**src/rtl/matvec_pkg.sv**
```systemverilog
// Shared constants and state encoding for the matrix-vector output path.
package matvec_pkg;

  localparam int R_DEF       = 8;
  localparam int C_DEF       = 8;
  localparam int W_X_DEF     = 8;
  localparam int W_K_DEF     = 8;
  localparam int W_Y_DEF     = W_X_DEF + W_K_DEF + $clog2(C_DEF);
  localparam int LATENCY_DEF = $clog2(C_DEF) + 1;
  localparam int BPY_DEF     = (W_Y_DEF + 7) / 8;

  localparam logic [7:0] HDR_BYTE = 8'hA5;

  typedef enum logic [1:0] {
    IDLE = 2'd0,
    HDR  = 2'd1,
    SEND = 2'd2
  } state_e;

endpackage

```
**src/rtl/matvec_axis_out_if.sv**
```systemverilog
// Byte-wide AXI-Stream link from the result serializer toward the UART TX path.
interface matvec_axis_out_if;

  logic [7:0] tdata;
  logic       tvalid;
  logic       tready;
  logic       tlast;

  modport master (output tdata, output tvalid, output tlast, input tready);
  modport slave  (input tdata, input tvalid, input tlast, output tready);

endinterface

```
**src/rtl/y_byte_serializer.sv**
```systemverilog
// Latches one result vector and streams it out as sign-extended little-endian bytes.
// Define MATVEC_AXIS_OUT_HDR_EN to prefix every frame with HDR_BYTE.
module y_byte_serializer
  import matvec_pkg::*;
#(
  parameter int R   = R_DEF,
  parameter int W_Y = W_Y_DEF,
  parameter int BPY = BPY_DEF
) (
  input  logic                 clk,
  input  logic                 rst,
  input  logic                 load,
  input  logic [R*W_Y-1:0]     y_in,
  output logic                 busy,
  matvec_axis_out_if.master    m_axis
);

  // state   | meaning
  // IDLE    | buffer empty, waiting for load
  // HDR     | presenting the sync byte (header build only)
  // SEND    | presenting result bytes, word by word

  localparam int WW = (R > 1) ? $clog2(R) : 1;
  localparam int BW = (BPY > 1) ? $clog2(BPY) : 1;
  localparam logic [WW-1:0] WORD_LAST = WW'(R - 1);
  localparam logic [BW-1:0] BYTE_LAST = BW'(BPY - 1);

  localparam logic [1:0] ST_IDLE = IDLE;
  localparam logic [1:0] ST_HDR  = HDR;
  localparam logic [1:0] ST_SEND = SEND;

  logic [1:0]       state_q;
  logic             busy_q;
  logic             tvalid_q;
  logic [WW-1:0]    word_q;
  logic [BW-1:0]    byte_q;
  logic [W_Y-1:0]   buf_q [R];
  logic [BPY*8-1:0] ext;
  logic [7:0]       tdata_c;
  logic             hs;

  assign hs   = tvalid_q & m_axis.tready;
  assign busy = busy_q;

  always_ff @(posedge clk) begin
    if (load && (state_q == ST_IDLE)) begin
      for (int r = 0; r < R; r++) begin
        buf_q[r] <= y_in[r*W_Y +: W_Y];
      end
    end
  end

  always_ff @(posedge clk) begin
    if (rst) begin
      state_q  <= ST_IDLE;
      busy_q   <= 1'b0;
      tvalid_q <= 1'b0;
      word_q   <= '0;
      byte_q   <= '0;
    end else begin
      case (state_q)
        ST_IDLE: begin
          if (load) begin
            busy_q   <= 1'b1;
            tvalid_q <= 1'b1;
            word_q   <= '0;
            byte_q   <= '0;
`ifdef MATVEC_AXIS_OUT_HDR_EN
            state_q  <= ST_HDR;
`else
            state_q  <= ST_SEND;
`endif
          end
        end
        ST_HDR: begin
          if (hs) state_q <= ST_SEND;
        end
        ST_SEND: begin
          if (hs) begin
            if (byte_q == BYTE_LAST) begin
              byte_q <= '0;
              if (word_q == WORD_LAST) begin
                word_q   <= '0;
                tvalid_q <= 1'b0;
                busy_q   <= 1'b0;
                state_q  <= ST_IDLE;
              end else begin
                word_q <= word_q + 1'b1;
              end
            end else begin
              byte_q <= byte_q + 1'b1;
            end
          end
        end
        default: state_q <= ST_IDLE;
      endcase
    end
  end

  // Outputs decode only from registers, so they hold steady while the sink stalls.
  always_comb begin
    ext     = (BPY*8)'($signed(buf_q[word_q]));
    tdata_c = 8'h00;
    if (state_q == ST_HDR) begin
      tdata_c = HDR_BYTE;
    end else if (state_q == ST_SEND) begin
      for (int b = 0; b < BPY; b++) begin
        if (byte_q == BW'(b)) tdata_c = ext[b*8 +: 8];
      end
    end
  end

  assign m_axis.tdata  = tdata_c;
  assign m_axis.tvalid = tvalid_q;
  assign m_axis.tlast  = (state_q == ST_SEND) && (word_q == WORD_LAST) && (byte_q == BYTE_LAST);

endmodule

```
**src/rtl/matvec_axis_out.sv**
```systemverilog
// Output companion to the pipelined matrix-vector multiplier: tracks stage validity,
// drives cen, and streams results over AXI-Stream. Header option: MATVEC_AXIS_OUT_HDR_EN.
module matvec_axis_out
  import matvec_pkg::*;
#(
  parameter int R   = R_DEF,
  parameter int C   = C_DEF,
  parameter int W_X = W_X_DEF,
  parameter int W_K = W_K_DEF,
  localparam int W_Y     = W_X + W_K + $clog2(C),
  localparam int LATENCY = $clog2(C) + 1,
  localparam int BPY     = (W_Y + 7) / 8
) (
  input  logic              clk,
  input  logic              rst,
  input  logic              s_valid,
  output logic              s_ready,
  output logic              cen,
  input  logic [R*W_Y-1:0]  y,
  matvec_axis_out_if.master m_axis
);

  logic [LATENCY-1:0] pipe_v;
  logic               busy;
  logic               stall;
  logic               load;

  // A finished result with nowhere to go freezes the whole multiplier.
  assign stall   = pipe_v[LATENCY-1] & busy;
  assign cen     = ~stall;
  assign s_ready = cen;
  assign load    = pipe_v[LATENCY-1] & ~busy;

  always_ff @(posedge clk) begin
    if (rst) begin
      pipe_v <= '0;
    end else if (cen) begin
      pipe_v <= {pipe_v[LATENCY-2:0], s_valid};
    end
  end

  y_byte_serializer #(
    .R   (R),
    .W_Y (W_Y),
    .BPY (BPY)
  ) u_ser (
    .clk    (clk),
    .rst    (rst),
    .load   (load),
    .y_in   (y),
    .busy   (busy),
    .m_axis (m_axis)
  );

endmodule

```
**src/flat_wrapper.sv**
```systemverilog
// flat-port wrapper written by rule: the top's interface ports become plain ports
module matvec_axis_out_flat import matvec_pkg::*;
#(
  parameter int R   = R_DEF,
  parameter int C   = C_DEF,
  parameter int W_X = W_X_DEF,
  parameter int W_K = W_K_DEF,
  localparam int W_Y     = W_X + W_K + $clog2(C),
  localparam int LATENCY = $clog2(C) + 1,
  localparam int BPY     = (W_Y + 7) / 8
)
  (clk, rst, s_valid, s_ready, cen, y, m_axis_tdata, m_axis_tvalid, m_axis_tlast, m_axis_tready);
  matvec_axis_out_if m_axis_i ();
  input  logic clk;
  input  logic rst;
  input  logic s_valid;
  output logic s_ready;
  output logic cen;
  input  logic [R*W_Y-1:0] y;
  output wire logic [$bits(m_axis_i.tdata)-1:0] m_axis_tdata;
  output wire logic [$bits(m_axis_i.tvalid)-1:0] m_axis_tvalid;
  output wire logic [$bits(m_axis_i.tlast)-1:0] m_axis_tlast;
  input wire logic [$bits(m_axis_i.tready)-1:0] m_axis_tready;
  assign m_axis_tdata = m_axis_i.tdata;
  assign m_axis_tvalid = m_axis_i.tvalid;
  assign m_axis_tlast = m_axis_i.tlast;
  assign m_axis_i.tready = m_axis_tready;
  matvec_axis_out #(.R(R), .C(C), .W_X(W_X), .W_K(W_K)) u_core (.clk(clk), .rst(rst), .s_valid(s_valid), .s_ready(s_ready), .cen(cen), .y(y), .m_axis(m_axis_i));
endmodule
```
**config.mk**
```make
export PLATFORM = sky130hd
export DESIGN_NAME = matvec_axis_out_flat
export DESIGN_NICKNAME = d
export VERILOG_FILES = /design/src/rtl/matvec_pkg.sv /design/src/rtl/matvec_axis_out_if.sv /design/src/rtl/y_byte_serializer.sv /design/src/rtl/matvec_axis_out.sv /design/src/flat_wrapper.sv
export SDC_FILE = /design/constraint.sdc
export NUM_CORES = 1
export LEC_CHECK = 0
export BUFFER_PORTS_ARGS = -buffer_cell sky130_fd_sc_hd__buf_2
export CORE_MARGIN = 4
export CORE_UTILIZATION = 30
export DETAILED_ROUTE_END_ITERATION = 7
export GPL_ROUTABILITY_DRIVEN = 1
export PLACE_DENSITY = 0.52
export SYNTH_ARGS = -nofsm -noshare
export SYNTH_HDL_FRONTEND = slang
export SYNTH_HIERARCHICAL = 1
export SYNTH_SLANG_ARGS = --single-unit
```
**constraint.sdc**
```tcl
create_clock -name clk -period 12.3 [get_ports clk]
set_input_delay 1.23 -clock clk [delete_from_list [all_inputs] [get_ports clk]]
set_output_delay 1.23 -clock clk [all_outputs]
set_load 0.02 [all_outputs]
```
# Word level (Yosys, flattened, before mapping)
# Memory sizes are Yosys's and may differ from the RTL's. A register that Yosys moved wholly into a read port is not among the register bits.
# Index checks and enable logic that the tools add are counted.
# W data, S select, Z words.
word_totals:
  reg_bits: 12
  latchBits: 0
  ramBits: 152
  romBits: 0
  elab_cells: 62
  n_memories: 1
mem_list:
  columns: ["memory", "depth", "word_bits", "read_ports", "rd_ports_with_merged_regs", "wr", "line", "rtl"]
  rows:
  - ["u_core.u_ser.buf_q", 8, 19, 1, 1, 8, "y_byte_serializer.sv:37", "logic [W_Y-1:0] buf_q [R];"]
classes:
  n_addsub: 2
  n_mul: 0
  n_div: 0
  magnitude_cmp: 0
  n_eq_ne: 10
  shifts: 0
  mux: 29
  bitwise_logic: 5
  reduce_logical: 10
ops:
  columns: ["operator", "n"]
  rows:
  - ["$mux W8", 5]
  - ["$mux W3", 6]
  - ["$mux W2", 8]
  - ["$ne A2 B2 Y1 const B", 5]
  - ["$reduce_and A5 Y1", 2]
  - ["$mux W1", 6]
  - ["$pmux W2 S3", 1]
  - ["$pmux W3 S2", 1]
  - ["$eq A2 B1 Y1 const B", 2]
  - ["$eq A2 B2 Y1 const B", 2]
  - ["$logic_not A2 Y1", 2]
  - ["$pmux W2 S2", 1]
  - ["$reduce_and A4 Y1", 1]
  - ["$add A3 B1 Y3 const B", 1]
  - ["$and A1 B1 Y1", 3]
  - ["$eq A3 B3 Y1 const B", 1]
  - ["$logic_and A1 B1 Y1", 3]
  - ["$reduce_and A3 Y1", 1]
  - ["$add A2 B1 Y2 const B", 1]
  - ["$not A1 Y1", 2]
  - ["$pmux W1 S2", 1]
  - ["$reduce_bool A2 Y1", 1]

# Longest topological paths before layout
# Gate-level depths: netlist of the first run.
depth:
  ltp_word: 7
  mapped_depth: 7

# Cells and area by module
# The synthesis of the first run kept the hierarchy.
by_module_without_submodules:
  columns: ["module", "n_inst", "cells_per_inst", "area_per_inst_um2", "seq_area_each_um2"]
  rows:
  - ["y_byte_serializer", 1, 349, 6259.8, 4744.6]
  - ["matvec_axis_out", 1, 17, 170.2, 80.1]

# Worst setup path after synthesis of the first run
# Ideal clock, no wire load.
synth_timing:
  path_kind: "flip-flop to flip-flop"
  from: "register u_core.u_ser.state_q[1]"
  to: "memory u_core/u_ser/buf_q[0][0] (netlist bit), enable pin"
  setup_ns: 0.505
  t_arrival_ns: 3.676
  required_ns: 11.795
  slack_ns: 8.120
  stages_incl_launch_ff: 4
  path_cell_list: "dfxtp_1 > and2b_2 > nand2b_1 > inv_1"
synth_rtl:
  columns: ["element", "line", "rtl"]
  rows:
  - ["from (decl)", "y_byte_serializer.sv:32", "logic [1:0] state_q;"]
  - ["from (signal assigned)", "y_byte_serializer.sv:55", "state_q <= ST_IDLE;"]
  - ["from (signal assigned)", "y_byte_serializer.sv:71", "state_q <= ST_SEND;"]
  - ["from (signal assigned)", "y_byte_serializer.sv:76", "if (hs) state_q <= ST_SEND;"]
  - ["to (decl)", "y_byte_serializer.sv:37", null]

==> results of run 1 <==
[power groups by stage]
stage | Sequential [mW] | Combinational [mW] | Clock (mW)
after floorplan | 0.634 | 0.00647 | 0
after global placement | 0.633 | 0.0355 | 0
after detailed placement | 0.633 | 0.0365 | 0
after CTS | 0.621 | 0.0367 | 0.610
after global routing | 0.622 | 0.0401 | 0.634
final | 0.621 | 0.0360 | 0.596
[per-layer routing]
metal | part of all wire | track usage | wire [um] | up-vias
li1 | - | - | - | 1790
met1 | 0.44 | 0.171 | 6830 | 1785
met2 | 0.48 | 0.209 | 7500 | 138
met3 | 0.071 | 0.0481 | 1100 | 11
met4 | 0.011 | 0.0345 | 168 | 0
met5 | 0 | 0 | 0 | -
[synthesized netlist by cell type, types with 3 or more instances]
library cell	count
a22oi_1	32
nand2_1	8
nand2b_1	4
mux2i_1	71
mux4_1	4
buf_2	14
nor2_1	4
buf_4	3
edfxtp_1	152
a21oi_1	6
dfxtp_1	13
nand3_1	28
[area by class of cell]
cell class | count | area (um^2)
Fill cell | 1957 | 12800
Sequential cell | 165 | 4830
Multi-Input combinational cell | 178 | 1480
Timing Repair Buffer | 169 | 851
Clock buffer | 19 | 433
Tap cell | 275 | 344
Clock inverter | 13 | 230
Inverter | 2 | 12.5
[worst paths after layout]
| path | start | end | cells past startpoint |
|---|---|---|---|
| hold reg to reg | u_core/pipe_v[1]$_SDFFE_PP0N_ | u_core/pipe_v[2]$_SDFFE_PP0N_ | 2 |
| hold / removal | u_core/pipe_v[1]$_SDFFE_PP0N_ | u_core/pipe_v[2]$_SDFFE_PP0N_ | 2 |
| setup reg to reg | u_core/u_ser/state_q[1]$_SDFFE_PP0P_ | u_core/u_ser/buf_q[3][2]$_DFFE_PP_ | 4 |
| setup / recovery | flop | m_axis_tdata[4] | 5 |
[sequential cells by signal (all words and copies together) (netlist names), named ones only]
register,cells
u_core/u_ser/word_q,3
u_core/u_ser/buf_q,152
u_core/pipe_v,4
u_core/u_ser/byte_q,2
u_core/u_ser/state_q,1
[logic make-up (layout without fill, tap and decap cells)]
kind of cell	count (synthesis)	count (layout)	share of synthesized area
buf+inv	23	203	0.0202
fa+ha+maj	2	2	0.00389
compound gates	40	40	0.0440
mux	77	77	0.130
flops	165	165	0.750
simple gates	59	59	0.0512
[tightest hold or removal path, stage by stage, from the launching register on]
cell and delay, ps:
dfxtp_1 300, nand2b_1 80, o21ai_1 60
[through the flow]
stage / worst slack, ps / instances / power [mW]
final: 8250 / 821 / 1.25
after CTS: 8140 / 821 / 1.27
after global routing: 7990 / 821 / 1.30
after global placement: 8540 / 789 / 0.669
after detailed placement: 8630 / 789 / 0.670
after floorplan: 8120 / 366 / 0.641
==> key figures, run 1 <==
STA
  • Slew Limit Fails: 0
  • Max_slew headroom: 0.309
  • F_max: 247 MHz
  • Max Clock Skew: 8.60 ps
  • Slew at the pin closest to its max-slew limit: 1030 ps
  • # setup viols final: 0
  • Fin. Hold Viols: 0
  • RSZ-0062 raised after global routing: false
  • Setup tns final: 0 ps
  • Tmin final: 4050 ps
  • Period utilisation layout: 0.329
  • Worst hold slack: 478 ps

Layout
  • ANT cells: 0
  • Fin util: 0.389
  • # nets final: 691
  • Design Area, Final: 0.00818 mm^2
  • Commonest non-fill, non-tap cell in the layout: buf_2
  • Most used cells in the layout excluding fill and tap cells: 167 x buf_2, 152 x edfxtp_1, 71 x mux2i_1, 32 x a22oi_1, 28 x nand3_1
  • P&R area growth vs syn: 27.2%
  • Fraction of layout cells with a size suffix above 1: 0.383

Power and ir drop
  • Peak VDD IR: 71.2 uV
  • Power share of the combinational group: 0.029
  • Reg power frac: 0.496
  • Sw frac: 0.186
  • LEAKAGE: 2.86 nW
  • Pint: 1.02 mW
  • Cell Pwr Density: 153 mW/mm^2
  • Clock network power share: 0.475
  • Net Switching: 233 uW

Global route
  • Antenna violations before repair: 0
  • Global router's overall resource usage: 0.132
  • Number of global-route vias before repair: 4,034
  • Largest net degree at the start of global routing: 81
  • Grt ovf: 0
  • Global-route wire length before repair: 23.4 mm

Worst setup path
  • Critical Path Most Common Cell: nand3_1
  • Arrival @ worst endpoint: 2820 ps
  • Crit-path max FO: 17
  • Crit-path leading delay family: simple AND/OR/NAND/NOR gates
  • Crit path buffers/inverters: 1
  • Setup CP Type: reg2out
  • Max incr delay on CP: 870 ps
  • Critical path startpoint category: flop
  • Critical path required time: 11,070 ps
  • Critical Path End Type: output port
  • Cell breakdown of the critical path: nor2b_2, a22oi_1, nand3_1, nand3_1, buf_2
  • Slowest CP cell: nor2b_2
  • Worst reg-to-reg setup slack: 9550 ps

Floorplan
  • Die Y: 154 um
  • Num ports: 168
  • Chip width: 154 um
  • Die ar.: 0.0238 mm^2
  • Core region area: 0.0210 mm^2
  • Rows: 53
  • Initial Utilization: 0.306

Routing
  • Vias per inst: 4.54
  • Final ANT Viol Nets: 0
  • Wire per inst: 19.0 um
  • 1st-pass router iterations: 4
  • Vias: 3,724
  • Drt drc: 0
  • Initial drt markers: 191
  • WL final: 15.6 mm

Clocking
  • Post-CTS Resized: 0
  • Clock-pin slew on the worst setup and hold paths: 60 ps
  • Latest clock arrival within the worst-skew pair: 420 ps
  • # Post-CTS Setup Buffers: 0
  • Root Driver: clkbuf_16
  • H-Tree Level Count: 4
  • Hold-fix buffers, CTS: 0
  • CTS sink cnt: 165
  • Maximum clock path buffer count: 2
  • TritonCTS Buffers: 17
  • CTS tree: built

Yosys
  • Synth area leader: edfxtp_1
  • Post-synth EDFFs: 152
  • Top-area cell type share of the netlist area: 0.710
  • #FFs+latches synth: 165
  • Ys async rst share: 0
  • Synth Flop Type: edfxtp_1
  • Yosys synthesis warning count: 6
  • Syn_area_per_cell: 17.6 um^2
  • Cell count after synthesis: 366
  • Sequential element share of the synthesized area: 0.750
  • Synth Cell Area: 0.00643 mm^2
  • Synth cell types: 30
  • Mapped Nets: 524
  • Synth area leaders: edfxtp_1 71%, mux2i_1 11%, dfxtp_1 4.0%, a22oi_1 3.7%, nand3_1 2.2%

Hold path
  • Hold WC Path Type: reg2reg

Placement
  • Routability cong.: 0.709
  • Final HPWL DP: 11.0 mm
  • Buffers on Ports: 167
  • Dpl cell area: 0.00752 mm^2

Outcome
  • Status: finished clean

Flow run
  • Total of max-cap violations: 0
Power figures use the tool's default switching activity.
==> run 2: changes to the inputs <==
--- a/config.mk
+++ b/config.mk
@@ -10,7 +10,7 @@
 export CORE_UTILIZATION = 30
 export DETAILED_ROUTE_END_ITERATION = 7
 export GPL_ROUTABILITY_DRIVEN = 1
-export PLACE_DENSITY = 0.52
+export PLACE_DENSITY = 0.54
 export SYNTH_ARGS = -nofsm -noshare
 export SYNTH_HDL_FRONTEND = slang
 export SYNTH_HIERARCHICAL = 1
==> constraint.sdc (replaced) <==
create_clock -name clk -period 3.6 [get_ports clk]
set_input_delay 0.36 -clock clk [delete_from_list [all_inputs] [get_ports clk]]
set_output_delay 0.36 -clock clk [all_outputs]
set_load 0.02 [all_outputs]
==> run 2 against run 1 <==
Effect of this change: cell count increased by 0.24%; routed wire length decreased by 2.0%; sequential share of layout area up 0.14 points; combinational power rose to 3.4 times the previous value; sequential power rose to 3.4 times the previous value; setup slack worse by 7600 ps; first-iteration DRC count rose by 28%; total power rose to 3.3 times the previous value; hold slack lost 370 ps.
==> key figures, run 2 (synthesis gave the netlist of run 1 again) <==
Layout
  • ANT cells: 0 (unchanged)
  • P&R area growth vs syn: 26.9%
  • Largest regs: u_core/u_ser/buf_q (152), u_core/pipe_v (4), u_core/u_ser/word_q (3)
  • Fin util: 0.388 (-0.000952)
  • Most used cells in the layout excluding fill and tap cells: 167 x buf_2, 152 x edfxtp_1, 71 x mux2i_1, 32 x a22oi_1, 28 x nand3_1
  • Fraction of layout cells with a size suffix above 1: 0.389 (+0.00590)
  • Commonest non-fill, non-tap cell in the layout: buf_2
  • Largest Register: u_core/u_ser/buf_q
  • Number of flip-flops in the largest register: 152 (unchanged)
  • FILL cells: 1,923 (-1.7%)
  • # nets final: 693 (+0.29%)

Floorplan
  • Num ports: 168 (unchanged)
  • Chip width: 154 um (unchanged)
  • Rows: 53 (unchanged)
  • Die Y: 154 um (unchanged)
  • Core region area: 0.0210 mm^2 (unchanged)
  • Initial Utilization: 0.306 (unchanged)
  • Die ar.: 0.0238 mm^2 (unchanged)

Hold path
  • Hold WC Path Type: in2reg
  • Worst Hold Depth: 1 (-1)
  • Hold EP: u_core/u_ser/buf_q[2][13]$_DFFE_PP_
  • Min-delay src: y[51]

Clocking
  • Post-CTS Resized: 0 (unchanged)
  • # Post-CTS Setup Buffers: 0 (unchanged)
  • CTS tree: built
  • Maximum clock path buffer count: 2 (unchanged)
  • Clock-pin slew on the worst setup and hold paths: 60 ps (about the same)
  • H-Tree Level Count: 4 (unchanged)
  • Hold-fix buffers, CTS: 0 (unchanged)
  • TritonCTS Buffers: 17 (unchanged)
  • Latest clock arrival within the worst-skew pair: 420 ps (about the same)
  • Root Driver: clkbuf_16
  • CTS sink cnt: 165 (unchanged)

Worst setup path
  • Critical path required time: 3240 ps (-7830 ps)
  • Setup CP Type: reg2out
  • Worst reg-to-reg setup slack: 1310 ps (-8240 ps)
  • Crit-path max FO: 17 (unchanged)
  • Worst r2r path cells: 4 (unchanged)
  • Reg-to-Reg End: u_core/u_ser/buf_q[0][6]$_DFFE_PP_
  • Critical path startpoint category: flop
  • Arrival @ worst endpoint: 2590 ps (-230 ps)
  • Critical Path End Type: output port
  • Reg2reg start: u_core/u_ser/state_q[1]$_SDFFE_PP0P_

Power and ir drop
  • Peak VDD IR: 249 uV (+250%)
  • Cell Pwr Density: 501 mW/mm^2 (+230%)
  • LEAKAGE: 2.85 nW (-0.40%)

Flow run
  • Total of max-cap violations: 0 (unchanged)

Global route
  • Antenna violations before repair: 0 (unchanged)
  • Largest net degree at the start of global routing: 86 (+6.2%)
  • Global-route wire length before repair: 23.1 mm (-1.2%)
  • Grt peak-use layer: met2
  • GR Util met2: 0.201 (-0.00811)
  • Global router's overall resource usage: 0.130 (-0.00195)
  • Routing usage on met1: 0.171 (+0.000196)
  • Number of global-route vias before repair: 4,109 (+1.9%)
  • Met3 Use GR: 0.0448 (-0.00336)
  • Grt ovf: 0 (unchanged)

STA
  • # setup viols final: 0 (unchanged)
  • Setup tns final: 0 ps (unchanged)
  • Period utilisation layout: 0.820
  • Slew at the pin closest to its max-slew limit: 951 ps (-84.3 ps)
  • Max_slew headroom: 0.366 (+0.0562)
  • RSZ-0062 raised after global routing: false
  • Slew Limit Fails: 0 (unchanged)
  • F_max: 339 MHz
  • Tmin final: 2950 ps
  • Max Clock Skew: 8.29 ps (-0.309 ps)
  • Fin. Hold Viols: 0 (unchanged)

Placement
  • Final HPWL DP: 11.1 mm (+0.34%)
  • Buffers on Ports: 167 (unchanged)
  • Routability cong.: 0.747 (+5.4%)

Routing
  • Initial drt markers: 244 (+28%)
  • Vias: 3,717 (-0.19%)
  • Wire per inst: 18.6 um (-2.3%)
  • 1st-pass router iterations: 5 (+1)
  • WL final: 15.3 mm (-2.0%)
  • Vias per inst: 4.52 (-0.43%)
  • Final ANT Viol Nets: 0 (unchanged)
  • Drt drc: 0 (unchanged)

Outcome
  • Status: finished clean
==> run 2: changes by cell type in the layout (fill, tap and decap cells not counted), sizes merged <==
| cell | previous run | this run |
|---|---|---|
| clkinvlp | 2 | 3 |
| clkbuf | 19 | 17 |
| bufinv | 6 | 3 |
| inv | 2 | 4 |
| buf | 169 | 171 |
| clkinv | 5 | 7 |
==> run 2: metal layers <==
| metal | share of wire | wire (um) | vias to the layer above |
|---|---|---|---|
| met4 | 0.015 | 233 | 0 |
| li1 | - | - | 1794 |
| met5 | 0 | 0 | - |
| met1 | 0.44 | 6650 | 1772 |
| met3 | 0.067 | 1030 | 12 |
| met2 | 0.48 | 7360 | 139 |
==> run 2: critical path: stages, from the launching register on <==
cell     delay (ps)
dfxtp_1         410
nor2_2          780
a22oi_1         230
nand3_1         380
nand3_1         170
buf_2           200
==> run 2: how the worst max path moves through the flow <==
stage,startpoint,to,slack (ps),depth (start not counted)
2_1_floorplan,u_core/u_ser/state_q[1]$_SDFFE_PP0P_,u_core/u_ser/buf_q[0][0]$_DFFE_PP_,40,3
3_3_place_gp,flop,m_axis_tdata[7],1060,5
3_5_place_dp,flop,m_axis_tdata[2],1040,5
4_1_cts,flop,m_axis_tdata[2],570,5
5_1_grt,flop,m_axis_tdata[3],450,5
6_report,flop,m_axis_tdata[2],650,5
==> run 2: report_power, final <==
part | total [mW] | leakage (nW) | switching [mW] | internal [mW]
sequential | 2.12 | 1.48 | 0.00635 | 2.12
clock | 1.84 | 0.293 | 0.746 | 1.10
combinational | 0.123 | 1.08 | 0.0550 | 0.0682
==> run 2: through the flow <==
| step | power [mW] | setup slack (ps) | cell area (um^2) | hold slack (ps) | std cells |
|---|---|---|---|---|---|
| after floorplan | 2.19 | 44.0 | 6430 | 429 | 366 |
| after global placement | 2.29 | 1060 | 7560 | 452 | 791 |
| after detailed placement | 2.29 | 1040 | 7560 | 462 | 791 |
| after CTS | 4.14 | 569 | 8160 | 87.0 | 823 |
| after global routing | 4.25 | 450 | 8160 | 82.1 | 823 |
| final | 4.09 | 648 | 8160 | 112 | 823 |
==> run 2: layout make-up <==
cell class,instances,area [um^2],share of cell area
clock buffers,17,425,0.0521
clock inverters,15,179,0.0219
inverters,2,11.3,0.00138
multi-input cells,178,1480,0.182
flip-flops and latches,165,4830,0.592
well taps,275,344,0.0422
repair buffers,171,891,0.109
==> run 3: changes to the inputs <==
--- a/config.mk
+++ b/config.mk
@@ -10,7 +10,7 @@
 export CORE_UTILIZATION = 30
 export DETAILED_ROUTE_END_ITERATION = 7
 export GPL_ROUTABILITY_DRIVEN = 1
-export PLACE_DENSITY = 0.54
+export PLACE_DENSITY = 0.52
 export SYNTH_ARGS = -nofsm -noshare
 export SYNTH_HDL_FRONTEND = slang
 export SYNTH_HIERARCHICAL = 1
==> constraint.sdc (replaced) <==
create_clock -name clk -period 3.1 [get_ports clk]
set_input_delay 0.31 -clock clk [delete_from_list [all_inputs] [get_ports clk]]
set_output_delay 0.31 -clock clk [all_outputs]
set_load 0.02 [all_outputs]
==> run 3 against run 2 <==
Effect of this change: sequential power up 16%; combinational power is 15% higher; sequential share of layout area shrank 0.17 points; clock power grew 12%; setup slack got worse by 190 ps; count of clock-buffer cells in the layout unchanged; first-iteration DRC count is 1.6% lower.
==> key figures, run 3 (synthesis gave the netlist of run 1 again) <==
STA
  • Slew at the pin closest to its max-slew limit: 725 ps (-225 ps)
  • Max_slew headroom: 0.514 (+0.149)
  • Tmin final: 2640 ps
  • F_max: 378 MHz
  • Period utilisation layout: 0.853
  • RSZ-0062 raised after global routing: false
  • # setup viols final: 0 (unchanged)
  • Fin. Hold Viols: 0 (unchanged)
  • Setup tns final: 0 ps (unchanged)
  • Slew Limit Fails: 0 (unchanged)
  • Max Clock Skew: 8.35 ps (+0.0610 ps)

Outcome
  • Status: finished clean

Placement
  • Buffers on Ports: 167 (unchanged)
  • Routability cong.: 0.694 (-7.1%)
  • Final HPWL DP: 11.0 mm (-1.1%)
  • Dpl cell area: 0.00761 mm^2 (+0.74%)

Layout
  • Number of flip-flops in the largest register: 152 (unchanged)
  • Fraction of layout cells with a size suffix above 1: 0.395 (+0.00662)
  • Footprint of the multi-input gates: 0.00149 mm^2 (+0.51%)
  • Largest regs: u_core/u_ser/buf_q (152), u_core/pipe_v (4), u_core/u_ser/word_q (3)
  • FILL cells: 1,965 (+2.2%)
  • P&R area growth vs syn: 27.4%
  • ANT cells: 0 (unchanged)
  • Most used cells in the layout excluding fill and tap cells: 167 x buf_2, 152 x edfxtp_1, 71 x mux2i_1, 32 x a22oi_1, 28 x nand3_1
  • Design Area, Final: 0.00819 mm^2 (+0.37%)
  • Register Area: 0.00483 mm^2 (about the same)
  • Fin util: 0.390 (+0.00143)
  • Commonest non-fill, non-tap cell in the layout: buf_2
  • Largest Register: u_core/u_ser/buf_q
  • # nets final: 699 (+0.87%)

Clocking
  • TritonCTS Buffers: 17 (unchanged)
  • Clock-pin slew on the worst setup and hold paths: 70 ps (about the same)
  • Latest clock arrival within the worst-skew pair: 430 ps (about the same)
  • CTS sink cnt: 165 (unchanged)
  • Maximum clock path buffer count: 2 (unchanged)
  • # Post-CTS Setup Buffers: 0 (unchanged)
  • CTS tree: built
  • Hold-fix buffers, CTS: 0 (unchanged)
  • Post-CTS Resized: 0 (unchanged)
  • Root Driver: clkbuf_16
  • H-Tree Level Count: 4 (unchanged)

Floorplan
  • Core region area: 0.0210 mm^2 (unchanged)
  • Die Y: 154 um (unchanged)
  • Num ports: 168 (unchanged)
  • Initial Utilization: 0.306 (unchanged)
  • Die ar.: 0.0238 mm^2 (unchanged)
  • Chip width: 154 um (unchanged)
  • Rows: 53 (unchanged)

Power and ir drop
  • Net Switching: 943 uW (+17%)
  • Reg power frac: 0.528 (+0.009)
  • Power share of the combinational group: 0.030 (about the same)
  • Clock network power share: 0.442 (-0.009)
  • Sw frac: 0.202 (+0.00453)
  • LEAKAGE: 2.87 nW (+0.63%)
  • Peak VDD IR: 319 uV (+28%)
  • Cell Pwr Density: 570 mW/mm^2 (+14%)
  • Pint: 3.72 mW (+14%)

Routing
  • Drt drc: 0 (unchanged)
  • 1st-pass router iterations: 4 (-1)
  • WL final: 15.7 mm (+2.5%)
  • Initial drt markers: 240 (-1.6%)
  • Final ANT Viol Nets: 0 (unchanged)
  • Vias per inst: 4.61 (+2.1%)
  • Wire per inst: 18.9 um (+1.8%)
  • Vias: 3,824 (+2.9%)

Global route
  • GR Util met2: 0.216 (+0.0146)
  • Global router's overall resource usage: 0.132 (+0.00220)
  • Routing usage on met1: 0.167 (-0.00421)
  • Grt ovf: 0 (unchanged)
  • Number of global-route vias before repair: 4,130 (+0.51%)
  • Met3 Use GR: 0.0369 (-0.00783)
  • Global-route wire length before repair: 23.3 mm (+0.83%)
  • Grt peak-use layer: met2
  • Antenna violations before repair: 0 (unchanged)
  • Largest net degree at the start of global routing: 106 (+23%)

Flow run
  • Total of max-cap violations: 0 (unchanged)

Worst setup path
  • Slowest CP cell: dfxtp_4
  • Setup CP Type: reg2out
  • Critical Path End Type: output port
  • Arrival @ worst endpoint: 2330 ps (-260 ps)
  • Critical path required time: 2790 ps (-450 ps)
  • Critical path startpoint category: flop
  • Crit-path leading delay family: flip-flops
  • Max incr delay on CP: 750 ps (-30 ps)
  • Crit-path max FO: 33 (+16)
  • Crit path buffers/inverters: 1 (unchanged)
  • Critical Path Most Common Cell: nand3_1
  • Cell breakdown of the critical path: mux2i_1, a22oi_1, nand3_1, nand3_1, buf_2

Hold path
  • Hold WC Path Type: in2reg
-- run 3: cell count changes in the layout (fill, tap and decap cells not counted) --
cell / before / now
inv_8: 1 / 0
dfxtp_4: 1 / 2
buf_4: 2 / 8
nand2b_4: 0 / 1
inv_6: 2 / 4
clkinv_2: 3 / 1
nand2b_1: 4 / 3
dfxtp_1: 12 / 11
bufinv_16: 3 / 2
clkinv_1: 1 / 3
-- run 3: final timing paths --
path	startpoint	end	slack, ps	cells past startpoint
worst max-delay path	flop	m_axis_tdata[3]	460	5
worst min-delay path	y[82]	u_core/u_ser/buf_q[4][6]$_DFFE_PP_	50	1
worst max register to register	u_core/u_ser/state_q[1]$_SDFFE_PP0P_	u_core/u_ser/buf_q[5][5]$_DFFE_PP_	1400	4
worst min register to register	u_core/pipe_v[2]$_SDFFE_PP0N_	u_core/pipe_v[3]$_SDFFE_PP0N_	480	2
-- run 3: through the flow --
step | hold WS, ps | std cells | worst slack [ps] | total power [mW]
floorplan | 373 | 366 | -255 | 2.54
global placement | 460 | 797 | 927 | 2.65
detailed placement | 463 | 797 | 887 | 2.66
CTS | 29.8 | 829 | 419 | 4.74
global route | 26.6 | 829 | 272 | 4.84
finish | 54.3 | 829 | 456 | 4.67
-- run 3: layout make-up --
cell class                 instances  area share
clock inverter                    15      0.0186
multi-input combinational        178       0.182
inverter                           2     0.00137
tap                              275      0.0420
clock buffer                      17      0.0519
sequential                       165       0.590
timing repair buffer             177       0.114
-- run 3: power by group through the flow --
stage | sequential (mW) | clock, mW | combinational [mW]
floorplan | 2.51 | 0 | 0.0263
global placement | 2.51 | 0 | 0.142
detailed placement | 2.51 | 0 | 0.144
CTS | 2.46 | 2.13 | 0.146
global route | 2.47 | 2.21 | 0.158
finish | 2.46 | 2.06 | 0.141
-- run 3: metal layers --
| metal | vias up | share of wire | wire length [um] |
|---|---|---|---|
| li1 | 1813 | - | - |
| met1 | 1871 | 0.43 | 6710 |
| met2 | 123 | 0.50 | 7860 |
| met5 | - | 0 | 0 |
| met3 | 17 | 0.054 | 844 |
| met4 | 0 | 0.016 | 250 |
